==> src/rtl/pipeline_pkg.sv <==
// Shared types and constants for the pipeline hazard controller.
package pipeline_pkg;

    // Register-file index width and the hardwired-zero register.
    localparam int unsigned REG_IDX_W = 5;
    localparam logic [REG_IDX_W-1:0] ZERO_REG = '0;

    // Controller state: normal flow or mult/div unit occupied.
    typedef enum logic {
        StRun,
        StMdBusy
    } hz_state_e;

endpackage

==> src/rtl/sat_counter32.sv <==
// 32-bit up-counter that sticks at its maximum value instead of wrapping.
module sat_counter32 (
    input  logic        clk,
    input  logic        rst_n,
    input  logic        i_en,
    output logic [31:0] o_count
);

    logic [31:0] r_count;
    logic [31:0] w_count_nxt;

    // Next count: increment when enabled unless already saturated.
    always_comb begin
        w_count_nxt = r_count;
        if (i_en && (r_count != 32'hFFFF_FFFF)) begin
            w_count_nxt = r_count + 32'd1;
        end
    end

    // Count register, cleared asynchronously.
    always_ff @(posedge clk or negedge rst_n) begin
        if (!rst_n) begin
            r_count <= 32'd0;
        end else begin
            r_count <= w_count_nxt;
        end
    end

    assign o_count = r_count;

endmodule

==> src/rtl/pipeline_hazard_ctrl.sv <==
// Hazard/stall controller for a five-stage MIPS pipeline: load-use stalls,
// branch redirect flushes, mult/div structural stalls and a stall counter.
module pipeline_hazard_ctrl
    import pipeline_pkg::*;
#(
    parameter int unsigned MD_LATENCY = 32,
    parameter int unsigned CNT_W      = $clog2(MD_LATENCY)
) (
    input  logic                 Clock,
    input  logic                 Reset,
    input  logic                 IDEX_MemRead,
    input  logic [REG_IDX_W-1:0] IDEX_Rt,
    input  logic [REG_IDX_W-1:0] IFID_Rs,
    input  logic [REG_IDX_W-1:0] IFID_Rt,
    input  logic                 IFID_UsesRt,
    input  logic                 IFID_UsesHiLo,
    input  logic                 Branch_Taken,
    input  logic                 MD_Start,
    output logic                 PC_Write,
    output logic                 IFID_Write,
    output logic                 IFID_Flush,
    output logic                 IDEX_Flush,
    output logic                 MD_Busy,
    output logic                 MD_Done,
    output logic                 MD_Overlap,
    output logic [31:0]          Stall_Cycles
);

    localparam logic [CNT_W-1:0] CNT_LOAD = CNT_W'(MD_LATENCY - 1);

    hz_state_e        r_state;
    hz_state_e        w_state_nxt;
    logic [CNT_W-1:0] r_count;
    logic [CNT_W-1:0] w_count_nxt;
    logic             r_overlap;
    logic             w_overlap_nxt;

    logic w_load_use;
    logic w_busy;
    logic w_md_hazard;
    logic w_stall;

    // Load in EX targets a register the ID instruction reads; $zero never hazards.
    assign w_load_use = IDEX_MemRead && (IDEX_Rt != ZERO_REG) &&
                        ((IDEX_Rt == IFID_Rs) || (IFID_UsesRt && (IDEX_Rt == IFID_Rt)));
    assign w_busy      = (r_state == StMdBusy);
    assign w_md_hazard = w_busy && IFID_UsesHiLo;
    assign w_stall     = w_load_use || w_md_hazard;

    // Pipeline control: stall wins over a taken branch, which stays held in ID.
    always_comb begin
        PC_Write   = 1'b1;
        IFID_Write = 1'b1;
        IFID_Flush = 1'b0;
        IDEX_Flush = 1'b0;
        if (w_stall) begin
            PC_Write   = 1'b0;
            IFID_Write = 1'b0;
            IDEX_Flush = 1'b1;
        end else if (Branch_Taken) begin
            IFID_Flush = 1'b1;
        end
    end

    // Mult/div occupancy FSM; a start while busy is flagged but otherwise ignored.
    always_comb begin
        w_state_nxt   = r_state;
        w_count_nxt   = r_count;
        w_overlap_nxt = r_overlap;
        unique case (r_state)
            StRun: begin
                if (MD_Start) begin
                    w_state_nxt = StMdBusy;
                    w_count_nxt = CNT_LOAD;
                end
            end
            StMdBusy: begin
                if (MD_Start) begin
                    w_overlap_nxt = 1'b1;
                end
                if (r_count == '0) begin
                    w_state_nxt = StRun;
                end else begin
                    w_count_nxt = r_count - 1'b1;
                end
            end
            default: begin
                w_state_nxt = StRun;
            end
        endcase
    end

    // State, countdown and sticky overlap flag.
    always_ff @(posedge Clock or negedge Reset) begin
        if (!Reset) begin
            r_state   <= StRun;
            r_count   <= '0;
            r_overlap <= 1'b0;
        end else begin
            r_state   <= w_state_nxt;
            r_count   <= w_count_nxt;
            r_overlap <= w_overlap_nxt;
        end
    end

    assign MD_Busy    = w_busy;
    assign MD_Done    = w_busy && (r_count == '0);
    assign MD_Overlap = r_overlap;

    sat_counter32 u_stall_cnt (
        .clk     (Clock),
        .rst_n   (Reset),
        .i_en    (w_stall),
        .o_count (Stall_Cycles)
    );

endmodule

==> config.mk <==
export PLATFORM = sky130hd
export DESIGN_NAME = pipeline_hazard_ctrl
export DESIGN_NICKNAME = d
export VERILOG_FILES = /design/src/rtl/pipeline_pkg.sv /design/src/rtl/sat_counter32.sv /design/src/rtl/pipeline_hazard_ctrl.sv
export SDC_FILE = /design/constraint.sdc
export NUM_CORES = 1
export LEC_CHECK = 0
export CELL_PAD_IN_SITES_DETAIL_PLACEMENT = 1
export CELL_PAD_IN_SITES_GLOBAL_PLACEMENT = 1
export CORE_MARGIN = 4
export CORE_UTILIZATION = 36
export DETAILED_ROUTE_END_ITERATION = 10
export GPL_TIMING_DRIVEN = 0
export PLACE_DENSITY = 0.85
export SLEW_MARGIN = 20
export SYNTH_ARGS = -nofsm -noshare
export SYNTH_HDL_FRONTEND = slang
export SYNTH_SLANG_ARGS = --single-unit
==> constraint.sdc <==
create_clock -name Clock -period 2.28 [get_ports Clock]
set_input_delay 0.228 -clock Clock [delete_from_list [all_inputs] [get_ports Clock]]
set_output_delay 0.228 -clock Clock [all_outputs]
set_load 0.01 [all_outputs]
### Yosys cells after proc, flatten, opt, wreduce, memory -nomap -nowiden

Cells that the tools add are included.
W data, S select, Z words.

| cells by class | value |
|---|---|
| multiplexer cells | 10 |
| bitwise logic cells | 1 |
| eq/ne operators | 5 |
| add/subtract/negate cells | 2 |
| reduce and logical (&&, ||, !) cells | 12 |

Operator list:

| operator | count |
|---|---|
| $add A32 B1 Y32 const B | 1 |
| $ne A32 B32 Y1 const B | 1 |
| $eq A5 B5 Y1 | 2 |
| $mux W5 | 2 |
| $pmux W5 S2 | 1 |
| $logic_and A1 B1 Y1 | 6 |
| $mux W1 | 6 |
| $logic_not A5 Y1 | 1 |
| $reduce_bool A5 Y1 | 1 |
| $sub A5 B1 Y5 const B | 1 |
| $ne A2 B2 Y1 const B | 2 |
| $reduce_and A2 Y1 | 2 |
| $logic_or A1 B1 Y1 | 2 |
| $pmux W1 S2 | 1 |
| $not A1 Y1 | 1 |

| storage, ports and cells | value |
|---|---|
| word-level logic and storage cells | 34 |
| register bits | 39 |
| input port bits | 22 |
| output and inout port bits | 39 |

### Longest topological paths before layout

Gate-level depths: netlist of the first run.

| logic depth | value |
|---|---|
| depth after elaboration | 6 |
| depth in mapped cells | 8 |
| mapped depth without buffers | 8 |

### Hierarchy

Synthesis of the first run repeated with hierarchy kept, for this count alone.

| second synthesis, totals | value |
|---|---|
| cell total of the unflattened synthesis | 207 |
| area, all modules | 2139.6 µm² |

Modules (own cells, without submodules):

| module | seq. area each (µm²) | area an instance (µm²) | times used | cells each |
|---|---|---|---|---|
| sat_counter32 | 800.8 | 1624.1 | 1 | 151 |
| pipeline_hazard_ctrl | 175.2 | 515.5 | 1 | 56 |

### Least setup slack after synthesis of the first run

Ideal clock, no wire load.

| path | value |
|---|---|
| path kind | flip-flop to flip-flop |
| start point | register u_stall_cnt.r_count[0] (netlist: u_stall_cnt.o_count[0]) |
| end point | register u_stall_cnt.r_count[1] (netlist: u_stall_cnt.o_count[1]) |
| setup slack | 0.234 ns |
| cell stages (with the launch flop) | 8 |
| period minus slack after synthesis | 2.046 ns |
| data arrival time | 1.921 ns |
| required time | 2.155 ns |
| buffers on the path | 1 |
| setup time | 0.125 ns |
| cell sequence | dfrtp_1 ha_1 nand4_1 nor4_1 a32oi_1 nand2_2 buf_6 mux2_2 |

| on the way | value |
|---|---|
| cells in the longest elaborated chain, start to end | 2 |
| elaborated cells on any way between the ends | 3 |
| classes of those cells | 1 x add/sub; 1 x eq/ne; 1 x reduce/logical |

RTL lines:

| item | line | text |
|---|---|---|
| start, declared | sat_counter32.sv:9 | `logic [31:0] r_count;` |
| start signal, assigned | sat_counter32.sv:25 | `r_count <= w_count_nxt;` |
| parallel branches: the longest is 2 deep, another holds $add A32 B1 Y32 | n/a |  |

Several ways; the timed one is not identified.
A chain may end at the register's enable or synchronous reset.

### Final worst setup path of the first run

| path | value |
|---|---|
| start point | register u_stall_cnt.r_count[5] (netlist: u_stall_cnt.o_count[5]) |
| end point | register u_stall_cnt.r_count[1] (netlist: u_stall_cnt.o_count[1]) |

| on the way | value |
|---|---|
| cells in the longest elaborated chain, start to end | 2 |

RTL lines:

| item | line | text |
|---|---|---|
| $ne A32 B32 Y1 | sat_counter32.sv:15 | `if (i_en && (r_count != 32'hFFFF_FFFF)) begin` |
| $logic_and A1 B1 Y1 | sat_counter32.sv:15 |  |

Every way passes these cells.

==> parameters.txt, run 1 <==
Parameter                              Value

Run status
  Run status ... finished clean

Cells and area
  Area growth from synthesis to final layout ... 46.72%
  Number of standard cells in the layout, taps in and fillers out ... 361
  Fraction of layout instances using a drive strength above 1 ... ~17%
  Multi-input logic area ... 1119 µm²
  Antenna fix cells ... 0
  Fill cell total of the finished layout ... 634
  Net count reported at finish ... 312
  Reg area ... 975.9 µm²
  Finished layout cell area ... between 3000 and 4000 µm²

STA
  Final slew viol count ... 0
  Highest Clock Rate ... 0.4512 GHz
  Share of the cycle needed by the critical path after routing ... 97.20%
  Count of final setup violators ... 0
  Worst slew pin tran ... 0.4011 ns
  Count of final hold-check violations ... 0
  Headroom to the max-slew limit ... 73.26%
  Largest clock skew in the final design ... 0.007452 ns
  Post-route minimum period ... 2.216 ns

CTS
  Clk sinks ... 39
  CTS tree ... built
  Clk pin slew, worst setup/hold paths ... 0.08 ns
  Worst-Skew Late Latency ... 0.30 ns
  Clock Root Buffer ... sky130_fd_sc_hd__clkbuf_8
  Cts bufs inserted ... 5
  Count of H-tree levels built during CTS ... 2
  Worst-case clock buffer depth ... 2

Route
  First-pass iteration count of the detailed router ... 4
  DRC marker count from the first detailed-route iteration ... 93
  Average routed wire per standard cell ... about 17 µm
  Detailed-route via count ... about 1900
  Vias/cell ... 5.211
  DRC violations left ... 0
  WL final ... 6200 µm
  Remaining number of nets flagged by the antenna check after routing ... 0

Worst setup path
  Crit path max fanout ... 10
  Cell with the biggest individual delay on the critical path ... sky130_fd_sc_hd__dfrtp_1
  Category of the worst setup path capture point ... flop
  Critical path class ... flop to flop
  Startpoint types ... flop
  Critical Path, Cell by Cell ... nand4_1, nor4_4, a32oi_2, nand2_2, buf_6, mux2_2
  CP Data Required Time ... 2.46 ns
  CP peak stage delay ... 0.45 ns
  Worst EP arrival ... 2.40 ns

Logic synthesis
  Top-count cell post-synth ... sky130_fd_sc_hd__dfrtp_1
  Prevailing post-synth register cell ... sky130_fd_sc_hd__dfrtp_1
  Syn_area_per_cell ... 10.00 µm²
  Number of synthesized flops with an enable pin ... 0
  Asr flop ratio synth ... 100.0%
  Fraction of synthesized area in multiplexers ... roughly 1.1%
  Number of register bits inferred by synthesis ... 39
  Netlist Area Pre-Place ... 2081 µm²
  Distinct cell type count of the synthesized netlist ... 39
  Combinational family with the most area after synthesis ... simple AND/OR/NAND/NOR gates
  Fraction of the mapped netlist area in simple logic gates ... 24.83%
  Synth cell count leaders ... 39 x sky130_fd_sc_hd__dfrtp_1, 30 x sky130_fd_sc_hd__xor2_1, 19 x sky130_fd_sc_hd__nor2_1
  Xor and xnor area share after synthesis ... 17.20%
  Total number of yosys warnings ... 0
  Synth area leader ... sky130_fd_sc_hd__dfrtp_1
  Fraction of the yosys area taken by sequential cells ... 46.90%
  Post-Syn Instances ... 208
  Proportion of netlist area held by the largest area contributor ... 46.90%
  Compound-cell area share of the yosys netlist ... 5.352%
  Cell types with the largest area share after synthesis ... sky130_fd_sc_hd__dfrtp_1 47%, sky130_fd_sc_hd__xor2_1 13%, sky130_fd_sc_hd__nor4_1 3.9%, sky130_fd_sc_hd__xnor2_1 3.8%, sky130_fd_sc_hd__nor2_1 3.4%
  Share of synthesized cell area in full adder, half adder and majority cells ... around 1.2%
  Post-synth net total ... 232

Global routing
  Initial antenna violation count ... 0
  Via count of the first global-routing pass ... a little under 2000
  GRT Overall Usage ... 17.40%
  Remaining global-route overflow ... 0
  Largest net degree at the start of global routing ... 31
  First-pass GRT wire length ... 9839 µm

Run
  Maxcap violations ... 0

Floorplanning
  Starting utilization of the core area ... 37.56%
  Count of pins on the block boundary ... 61
  Overall die area ... 7060 µm²
  Core Box Area ... 5540 µm²
  Die extent in y ... 84.03 µm
  Num rows ... 27
  Die span in x ... 84.03 µm

Power and ir drop
  Power density of the placed cells ... around 750 nW/µm²
  IR drop worst, VDD ... 0.5014 mV
  Leakage ... 1.365 nW

Min path
  Tightest Hold Check Type ... input pin to async pin

Place
  Number of cells in the design after placement ... 341
  Final weighted congestion of routability-driven global placement ... 0.7878
  Count of input and output buffers ... 60
  Standard cell area after detailed placement ... between 2000 and 3000 µm²
  Detailed placer's ending HPWL ... 4436 µm
[placed cells by master, fill, tap and decap left out, drive strengths merged, types with 3 or more instances in the layout]
cell type       n
xnor2          10
buf            16
clkbuf         10
nor3           12
nand4           5
nor2           19
nand3          13
nor4           14
dlygate4sd2     9
a31oi           3
and2            3
inv            10
dfrtp          39
nand2          18
clkdlybuf4s50  50
xor2           30
[per-layer routing]
layer	vias to the layer above	routed length, µm	GRT usage [%]
met5	-	0	0
met3	7	330	5.133
met1	935	2546	21.36
met4	0	63	3.070
met2	53	3260	30.42
li1	886	-	-
[cell type report]
cell class	instances	area share, %
Inverter	10	1.230
Timing Repair Buffer	73	22.83
Multi-Input combinational cell	154	36.64
Tap cell	72	2.951
Buffer	5	1.107
Clock buffer	8	3.279
Sequential cell	39	31.97
[cell families (layout without fill, tap and decap cells)]
group,after synthesis,count (layout)
flip-flops,39,39
AO/OA/AOI/OAI,14,14
XOR/XNOR,40,40
AND/OR/NAND/NOR,96,96
buffers and inverters,15,96
adder cells (fa/ha/maj),2,2
multiplexers,2,2
[repair_timing]
action / in CTS / in global routing
hold buffers: 1 / 0
endpoints found under the setup margin: 24 / 29
endpoints found under the hold margin: 9 / 0
setup buffers: 5 / 6
pin swaps: 5 / 3
gates resized for setup: 17 / 8
[metrics by stage]
step / worst slack, ns / hold slack (ns) / utilization [%] / TNS [ns] / total power [mW]
final: 0.06388 / 0.3213 / 55.10 / 0 / 2.287
after global routing: -0.03717 / 0.3436 / 55.10 / -0.06917 / 2.446
after CTS: -0.006783 / 0.3257 / 53.32 / -0.006783 / 2.293
after detailed placement: -0.4197 / 0.1087 / 50.29 / -6.150 / 1.762
after global placement: -0.4393 / 0.4408 / 50.02 / -6.407 / 1.710
after floorplan: 0.2342 / -0.06759 / - / 0 / 1.363
[path summary, 6_finish.rpt]
kind / start / endpoint / slack [ns] / cells after the start
hold reg to reg: MD_Overlap / MD_Overlap / 0.48 / 1
min in group Clock: MD_Overlap / MD_Overlap / 0.48 / 1
setup reg to reg: u_stall_cnt.o_count[5] / u_stall_cnt.o_count[1] / 0.06 / 6
setup / recovery: u_stall_cnt.o_count[5] / u_stall_cnt.o_count[1] / 0.06 / 6
max in group asynchronous: Reset / r_count[1] / 1.50 / 3
hold / removal: Reset / u_stall_cnt.o_count[26] / 0.32 / 2
[critical path: cells and delay by family, from the launching register on]
kind            cells  cell delay, ns
compound gates      1            0.19
mux                 1            0.34
flops               1            0.45
buf+inv             1            0.19
simple gates        3            0.93
[report_power, final]
group          switching, mW  internal, mW  leakage (nW)
Sequential             0.151         0.822         0.493
Clock                  0.236         0.276        0.0515
Combinational          0.387         0.414         0.821
Total                  0.775          1.51          1.36
[sequential cells by signal (all words and copies together), names as in the netlist]
name and count:
MD_Busy 1, MD_Overlap 1, r_count 5, u_stall_cnt.o_count 32
Power figures use the tool's default switching activity.
==> run 2, diff against run 1 <==
CORE_MARGIN = 1   (was 4)
CORE_UTILIZATION = 38   (was 36)
PLACE_DENSITY = 0.89   (was 0.85)
clock period = 2.8 ns   (was 2.28 ns; I/O delays follow)
==> run 2 against run 1 <==
  * Critical path depth did not move
  * Final cell count decreased by 3.6%
  * Critical path type is now input pin to primary output
  * Design area decreased by 5.5%
  * Non-clock buffer count fell by 11
  * Sequential power is 19% lower
==> parameters.txt, run 2 (synthesized netlist as in run 1, its figures left out) <==
Parameter                              Value

Run status
  Run status ... finished clean

Power and ir drop
  Leakage ... 1.252 nW (-8.3%)
  Power density of the placed cells ... 622.5 nW/µm² (-17%)
  Pwr Total ... 1.797 mW (-21%)
  IR drop worst, VDD ... 0.3361 mV (-33%)

STA
  Final slew viol count ... 0 (unchanged)
  Share of the cycle needed by the critical path after routing ... 96.35%
  Post-route minimum period ... 2.698 ns
  Count of final hold-check violations ... 0 (unchanged)
  Count of final setup violators ... 0 (unchanged)
  Unrepaired setup endpoints after global routing ... false
  Worst slew pin tran ... 0.5251 ns (+0.1241 ns)
  Largest clock skew in the final design ... 0.002932 ns (-0.004520 ns)
  Highest Clock Rate ... 0.3707 GHz
  Headroom to the max-slew limit ... 64.67% (-8.6 points)

Global routing
  Via count of the first global-routing pass ... 1944 (-1.4%)
  Initial antenna violation count ... 0 (unchanged)
  Largest net degree at the start of global routing ... 24 (-23%)
  Remaining global-route overflow ... 0 (unchanged)
  First-pass GRT wire length ... 9494 µm (-3.5%)
  GRT Overall Usage ... 20.79% (+3.4 points)

Worst setup path
  Crit path max fanout ... 9 (-1)
  CP Data Required Time ... 2.52 ns (+0.06 ns)
  Startpoint types ... input pin
  Cell repeated most along the worst path ... sky130_fd_sc_hd__clkdlybuf4s50_1
  Category of the worst setup path capture point ... primary output
  Cell with the biggest individual delay on the critical path ... sky130_fd_sc_hd__or4_1
  Critical Path, Cell by Cell ... clkdlybuf4s50_1, or4_1, o21ai_2, o21a_4, and2_2, clkdlybuf4s50_1
  CP peak stage delay ... 0.55 ns (+0.10 ns)
  Critical path class ... input pin to primary output
  Dominant delay contributor by cell family on the critical path ... buffers and inverters
  Crit path buffers/inverters ... 2 (+1)
  Worst EP arrival ... 2.42 ns (+0.02 ns)

CTS
  Worst-Skew Late Latency ... 0.29 ns (about the same)
  Worst-case clock buffer depth ... 2 (unchanged)
  Clk pin slew, worst setup/hold paths ... 0.07 ns (about the same)
  CTS tree ... built
  Count of H-tree levels built during CTS ... 2 (unchanged)
  Clock Root Buffer ... sky130_fd_sc_hd__clkbuf_8
  Clk sinks ... 39 (unchanged)
  Cts bufs inserted ... 5 (unchanged)

Cells and area
  Most used cells in the layout excluding fill and tap cells ... 59 x sky130_fd_sc_hd__clkdlybuf4s50_1, 39 x sky130_fd_sc_hd__dfrtp_1, 30 x sky130_fd_sc_hd__xor2_1
  Utilization after layout ... 55.46% (+0.35 points)
  Fraction of layout instances using a drive strength above 1 ... 9.712% (-7.2 points)
  Area growth from synthesis to final layout ... 38.73%
  Net count reported at finish ... 301 (-3.5%)
  Antenna fix cells ... 0 (unchanged)
  Number of flip-flops under the largest register name ... 32 (unchanged)
  Most common library cell in the layout ignoring fill and taps ... sky130_fd_sc_hd__clkdlybuf4s50_1

Place
  Final weighted congestion of routability-driven global placement ... 0.7942 (+0.81%)
  Count of input and output buffers ... 60 (unchanged)
  Detailed placer's ending HPWL ... 4241 µm (-4.4%)

Min path
  Tightest Hold Check Type ... input pin to async pin

Floorplanning
  Overall die area ... 5775 µm² (-18%)
  Die extent in y ... 76.00 µm (-9.6%)
  Num rows ... 26 (-3.7%)
  Count of pins on the block boundary ... 61 (unchanged)
  Die span in x ... 76.00 µm (-9.6%)
  Core Box Area ... 5205 µm² (-6.1%)
  Starting utilization of the core area ... 39.98% (+2.4 points)

Route
  DRC marker count from the first detailed-route iteration ... 94 (+1.1%)
  Vias/cell ... 5.201 (-0.18%)
  Remaining number of nets flagged by the antenna check after routing ... 0 (unchanged)
  Detailed-route via count ... 1810 (-3.8%)
  DRC violations left ... 0 (unchanged)
  First-pass iteration count of the detailed router ... 4 (unchanged)
  WL final ... 5544 µm (-11%)
  Average routed wire per standard cell ... 15.93 µm (-7.2%)

Run
  Maxcap violations ... 0 (unchanged)
run 2: cell types whose count changed in the layout (fill, tap and decap cells not counted), sizes merged:
cell,before,now
clkbuf,10,9
clkdlybuf4s50,50,59
clkinv,0,1
buf,16,5
dlygate4sd2,9,0
run 2: metal layers:
metal	GRT usage [%]	share of wire, %	vias to the layer above
li1	-	-	865
met1	25.17	44	891
met2	36.27	51	46
met3	5.269	3.7	8
met4	6.538	1.4	0
met5	0	0	-
run 2: layout make-up:
cell class	count	area, µm²
plain buffers	5	33.78
well taps	70	87.58
clock buffers	7	76.32
flip-flops and latches	39	975.9
fillers	607	2318
repair buffers	62	633.1
clock inverters	1	5.005
multi-input cells	154	1037
inverters	10	37.54
run 2: final timing paths:
kind,startpoint,end,slack [ns],cells after the start
max in group asynchronous,Reset,u_stall_cnt.o_count[14],1.86,3
max,IDEX_Rt[1],IFID_Flush,0.10,6
max reg2reg,u_stall_cnt.o_count[0],u_stall_cnt.o_count[1],0.29,7
min in group Clock,MD_Overlap,MD_Overlap,0.47,1
min reg2reg,MD_Overlap,MD_Overlap,0.46,1
min,Reset,r_count[3],0.46,2
run 2: what timing repair did:
item                       CTS  global route
hold buffers                 1             0
resized for setup            1             1
hold endpoints to repair    16             0
buffers inserted             0             0
setup endpoints to repair    2             1
run 2: worst register-to-register path, cell delays in order, from the launching register on:
cell,delay [ns]
sky130_fd_sc_hd__dfrtp_1,0.41
sky130_fd_sc_hd__ha_1,0.21
sky130_fd_sc_hd__nand4_1,0.24
sky130_fd_sc_hd__nor4_1,0.54
sky130_fd_sc_hd__a32oi_1,0.24
sky130_fd_sc_hd__nand2_2,0.23
sky130_fd_sc_hd__buf_6,0.18
sky130_fd_sc_hd__mux2_2,0.33
run 2: power breakdown:
group          total (mW)  switching [mW]  internal (mW)
Sequential          0.790           0.121          0.669
Combinational       0.635           0.307          0.329
Clock               0.371           0.196          0.175
Total                1.80           0.624           1.17
run 2: per-stage QoR:
step	TNS [ns]	std cells	hold WS (ns)	instance area, µm²	setup slack (ns)
finish	0	348	0.4649	2887	0.1021
global route	0	348	0.4884	2887	0.03345
CTS	0	348	0.4677	2883	0.04031
detailed placement	-0.08235	339	0.2518	2791	-0.07231
global placement	0	338	0.4444	2769	0.008752
floorplan	0	208	-0.01559	2081	0.7542
==> run 3, diff against run 2 <==
CELL_PAD_IN_SITES_GLOBAL_PLACEMENT = 2   (was 1)
CORE_UTILIZATION = 31   (was 38)
PLACE_DENSITY = 0.9   (was 0.89)
==> run 3 against run 2 <==
  * Register-to-register slack improved by 0.06 ns
  * Wire length down 5.5%
  * Critical endpoint unchanged
  * Sequential power hardly changed
  * Global-route usage decreased by 5.1 points
  * Clock power grew 26%
  * First-iteration DRC count is 8.5% higher
  * Clock skew rose by 0.0074 ns
  * Worst hold slack worse by 0.076 ns
  * Highest routed layer unchanged
  * The run now ends with DRC left
  * Largest cell class unchanged
==> parameters.txt, run 3 (synthesized netlist as in run 1, its figures left out) <==
Parameter                              Value

Run status
  Run status ... finished, violations left
  Violated checks ... DRC

Worst setup path
  Crit path max fanout ... 9 (unchanged)
  CP Data Required Time ... 2.52 ns (about the same)
  FF-to-FF path depth ... 7 (unchanged)
  Internal reg-to-reg setup slack ... 0.35 ns (+0.06 ns)
  Reg2reg end ... u_stall_cnt.o_count[1]
  Reg-to-reg startpoint ... u_stall_cnt.o_count[0]
  Worst setup path startpoint ... IDEX_Rt[1]
  Worst EP arrival ... 2.43 ns (about the same)
  Critical path class ... input pin to primary output
  Startpoint types ... input pin
  Category of the worst setup path capture point ... primary output

Power and ir drop
  Pwr Total ... 1.873 mW (+4.2%)
  IR drop worst, VDD ... 0.3268 mV (-2.8%)
  Leakage ... 1.257 nW (+0.38%)
  Power density of the placed cells ... 643.0 nW/µm² (+3.3%)

CTS
  CTS tree ... built
  Clk sinks ... 39 (unchanged)
  Count of H-tree levels built during CTS ... 2 (unchanged)
  Clk pin slew, worst setup/hold paths ... 0.08 ns (about the same)
  Clock Root Buffer ... sky130_fd_sc_hd__clkbuf_8
  Worst-case clock buffer depth ... 2 (unchanged)
  Cts bufs inserted ... 5 (unchanged)
  Worst-Skew Late Latency ... 0.30 ns (about the same)
  Number of post-CTS setup repair buffers ... 0 (unchanged)

Global routing
  Via count of the first global-routing pass ... 1812 (-6.8%)
  Remaining global-route overflow ... 0 (unchanged)
  GRT Overall Usage ... 15.69% (-5.1 points)
  Initial antenna violation count ... 0 (unchanged)
  Largest net degree at the start of global routing ... 31 (+29%)
  First-pass GRT wire length ... 8804 µm (-7.3%)

Floorplanning
  Num rows ... 29 (+12%)
  Die span in x ... 83.93 µm (+10%)
  Starting utilization of the core area ... 32.40% (-7.6 points)
  Overall die area ... 7043 µm² (+22%)
  Count of pins on the block boundary ... 61 (unchanged)
  Core Box Area ... 6422 µm² (+23%)
  Die extent in y ... 83.93 µm (+10%)

Route
  WL final ... 5238 µm (-5.5%)
  Remaining number of nets flagged by the antenna check after routing ... 0 (unchanged)
  Average routed wire per standard cell ... 14.80 µm (-7.1%)
  Detailed-route via count ... 1777 (-1.8%)
  First-pass iteration count of the detailed router ... 7 (+3)
  DRC marker count from the first detailed-route iteration ... 102 (+8.5%)
  Vias/cell ... 5.020 (-3.5%)
  DRC violations left ... 3 (+3)

STA
  Headroom to the max-slew limit ... 67.11% (+2.4 points)
  Share of the cycle needed by the critical path after routing ... 96.95% (+0.60 points)
  Unrepaired setup endpoints after global routing ... false
  Largest clock skew in the final design ... 0.01033 ns (+0.007400 ns)
  Post-route minimum period ... 2.715 ns (+0.01671 ns)
  Count of final setup violators ... 0 (unchanged)
  Highest Clock Rate ... 0.3684 GHz (-0.62%)
  Worst slew pin tran ... 0.4888 ns (-0.03634 ns)
  Final slew viol count ... 0 (unchanged)
  Worst slack on hold paths ... 0.3887 ns (-0.07617 ns)
  Count of final hold-check violations ... 0 (unchanged)

Place
  Detailed placer's ending HPWL ... 3979 µm (-6.2%)
  Final weighted congestion of routability-driven global placement ... 0.7734 (-2.6%)
  Count of input and output buffers ... 60 (unchanged)

Cells and area
  Number of flip-flops under the largest register name ... 32 (unchanged)
  Antenna fix cells ... 0 (unchanged)
  Most used cells in the layout excluding fill and tap cells ... 59 x sky130_fd_sc_hd__clkdlybuf4s50_1, 39 x sky130_fd_sc_hd__dfrtp_1, 30 x sky130_fd_sc_hd__xor2_1
  Most common library cell in the layout ignoring fill and taps ... sky130_fd_sc_hd__clkdlybuf4s50_1
  Net count reported at finish ... 301 (unchanged)
  Area growth from synthesis to final layout ... 39.99%
  Fraction of layout instances using a drive strength above 1 ... 10.11% (+0.40 points)
  Fill cell total of the finished layout ... 751 (+24%)
  Utilization after layout ... 45.35% (-10 points)

Run
  Maxcap violations ... 0 (unchanged)

Min path
  Tightest Hold Check Type ... input pin to async pin
[run 3: cell count changes in the layout (fill, tap and decap cells not counted), sizes merged]
cell      previous run  this run
clkinvlp             0         1
bufinv               0         1
clkinv               1         0
clkbuf               9         7
[run 3: worst max-delay path by stage]
stage,endpoint,cells after the start,slack (ns)
2_1_floorplan,u_stall_cnt.o_count[1],7,0.75
4_1_cts,IFID_Flush,6,0.05
3_5_place_dp,IFID_Flush,6,-0.05
6_report,IFID_Flush,6,0.09
3_3_place_gp,IFID_Flush,6,-0.03
5_1_grt,IFID_Flush,6,0.02
[run 3: repair_timing]
| item | CTS | global route |
|---|---|---|
| pin swaps | 0 | 0 |
| hold endpoints to repair | 9 | 0 |
| setup endpoints to repair | 2 | 1 |
| resized for setup | 1 | 1 |
| hold buffers | 1 | 0 |
[run 3: layer usage]
| metal | part of all wire [%] | GRT usage, % | up-vias |
|---|---|---|---|
| li1 | - | - | 857 |
| met1 | 45 | 19.81 | 866 |
| met2 | 49 | 26.01 | 44 |
| met3 | 4.4 | 3.858 | 10 |
| met4 | 1.5 | 5.643 | 0 |
| met5 | 0 | 0 | - |
[run 3: worst max-delay path, stage by stage]
cell	delay [ns]
sky130_fd_sc_hd__clkdlybuf4s50_1	0.46
sky130_fd_sc_hd__or4_1	0.58
sky130_fd_sc_hd__o21ai_2	0.20
sky130_fd_sc_hd__o21a_4	0.23
sky130_fd_sc_hd__and2_2	0.15
sky130_fd_sc_hd__clkdlybuf4s50_1	0.53
[run 3: layout make-up]
type / count / area (µm²) / share of cell area, %
clock buffer: 5 / 68.82 / 2.363
tap: 77 / 96.34 / 3.308
clock inverter: 2 / 37.54 / 1.289
buffer: 5 / 33.78 / 1.160
inverter: 10 / 37.54 / 1.289
sequential: 39 / 975.9 / 33.51
multi-input combinational: 154 / 1037 / 35.61
timing repair buffer: 62 / 625.6 / 21.48
[run 3: per-stage QoR]
stage / setup slack (ns) / setup TNS (ns) / area (µm²) / cells
after detailed placement: -0.04812 / -0.06891 / 2793 / 346
after floorplan: 0.7542 / 0 / 2081 / 208
after global routing: 0.02069 / 0 / 2913 / 354
after CTS: 0.05197 / 0 / 2909 / 354
after global placement: -0.02707 / -0.02707 / 2778 / 345
final: 0.08542 / 0 / 2913 / 354
[run 3: report_power, final]
group	switching [mW]	leakage, nW	internal [mW]
sequential	0.120	0.493	0.669
combinational	0.291	0.714	0.327
clock	0.207	0.0502	0.261
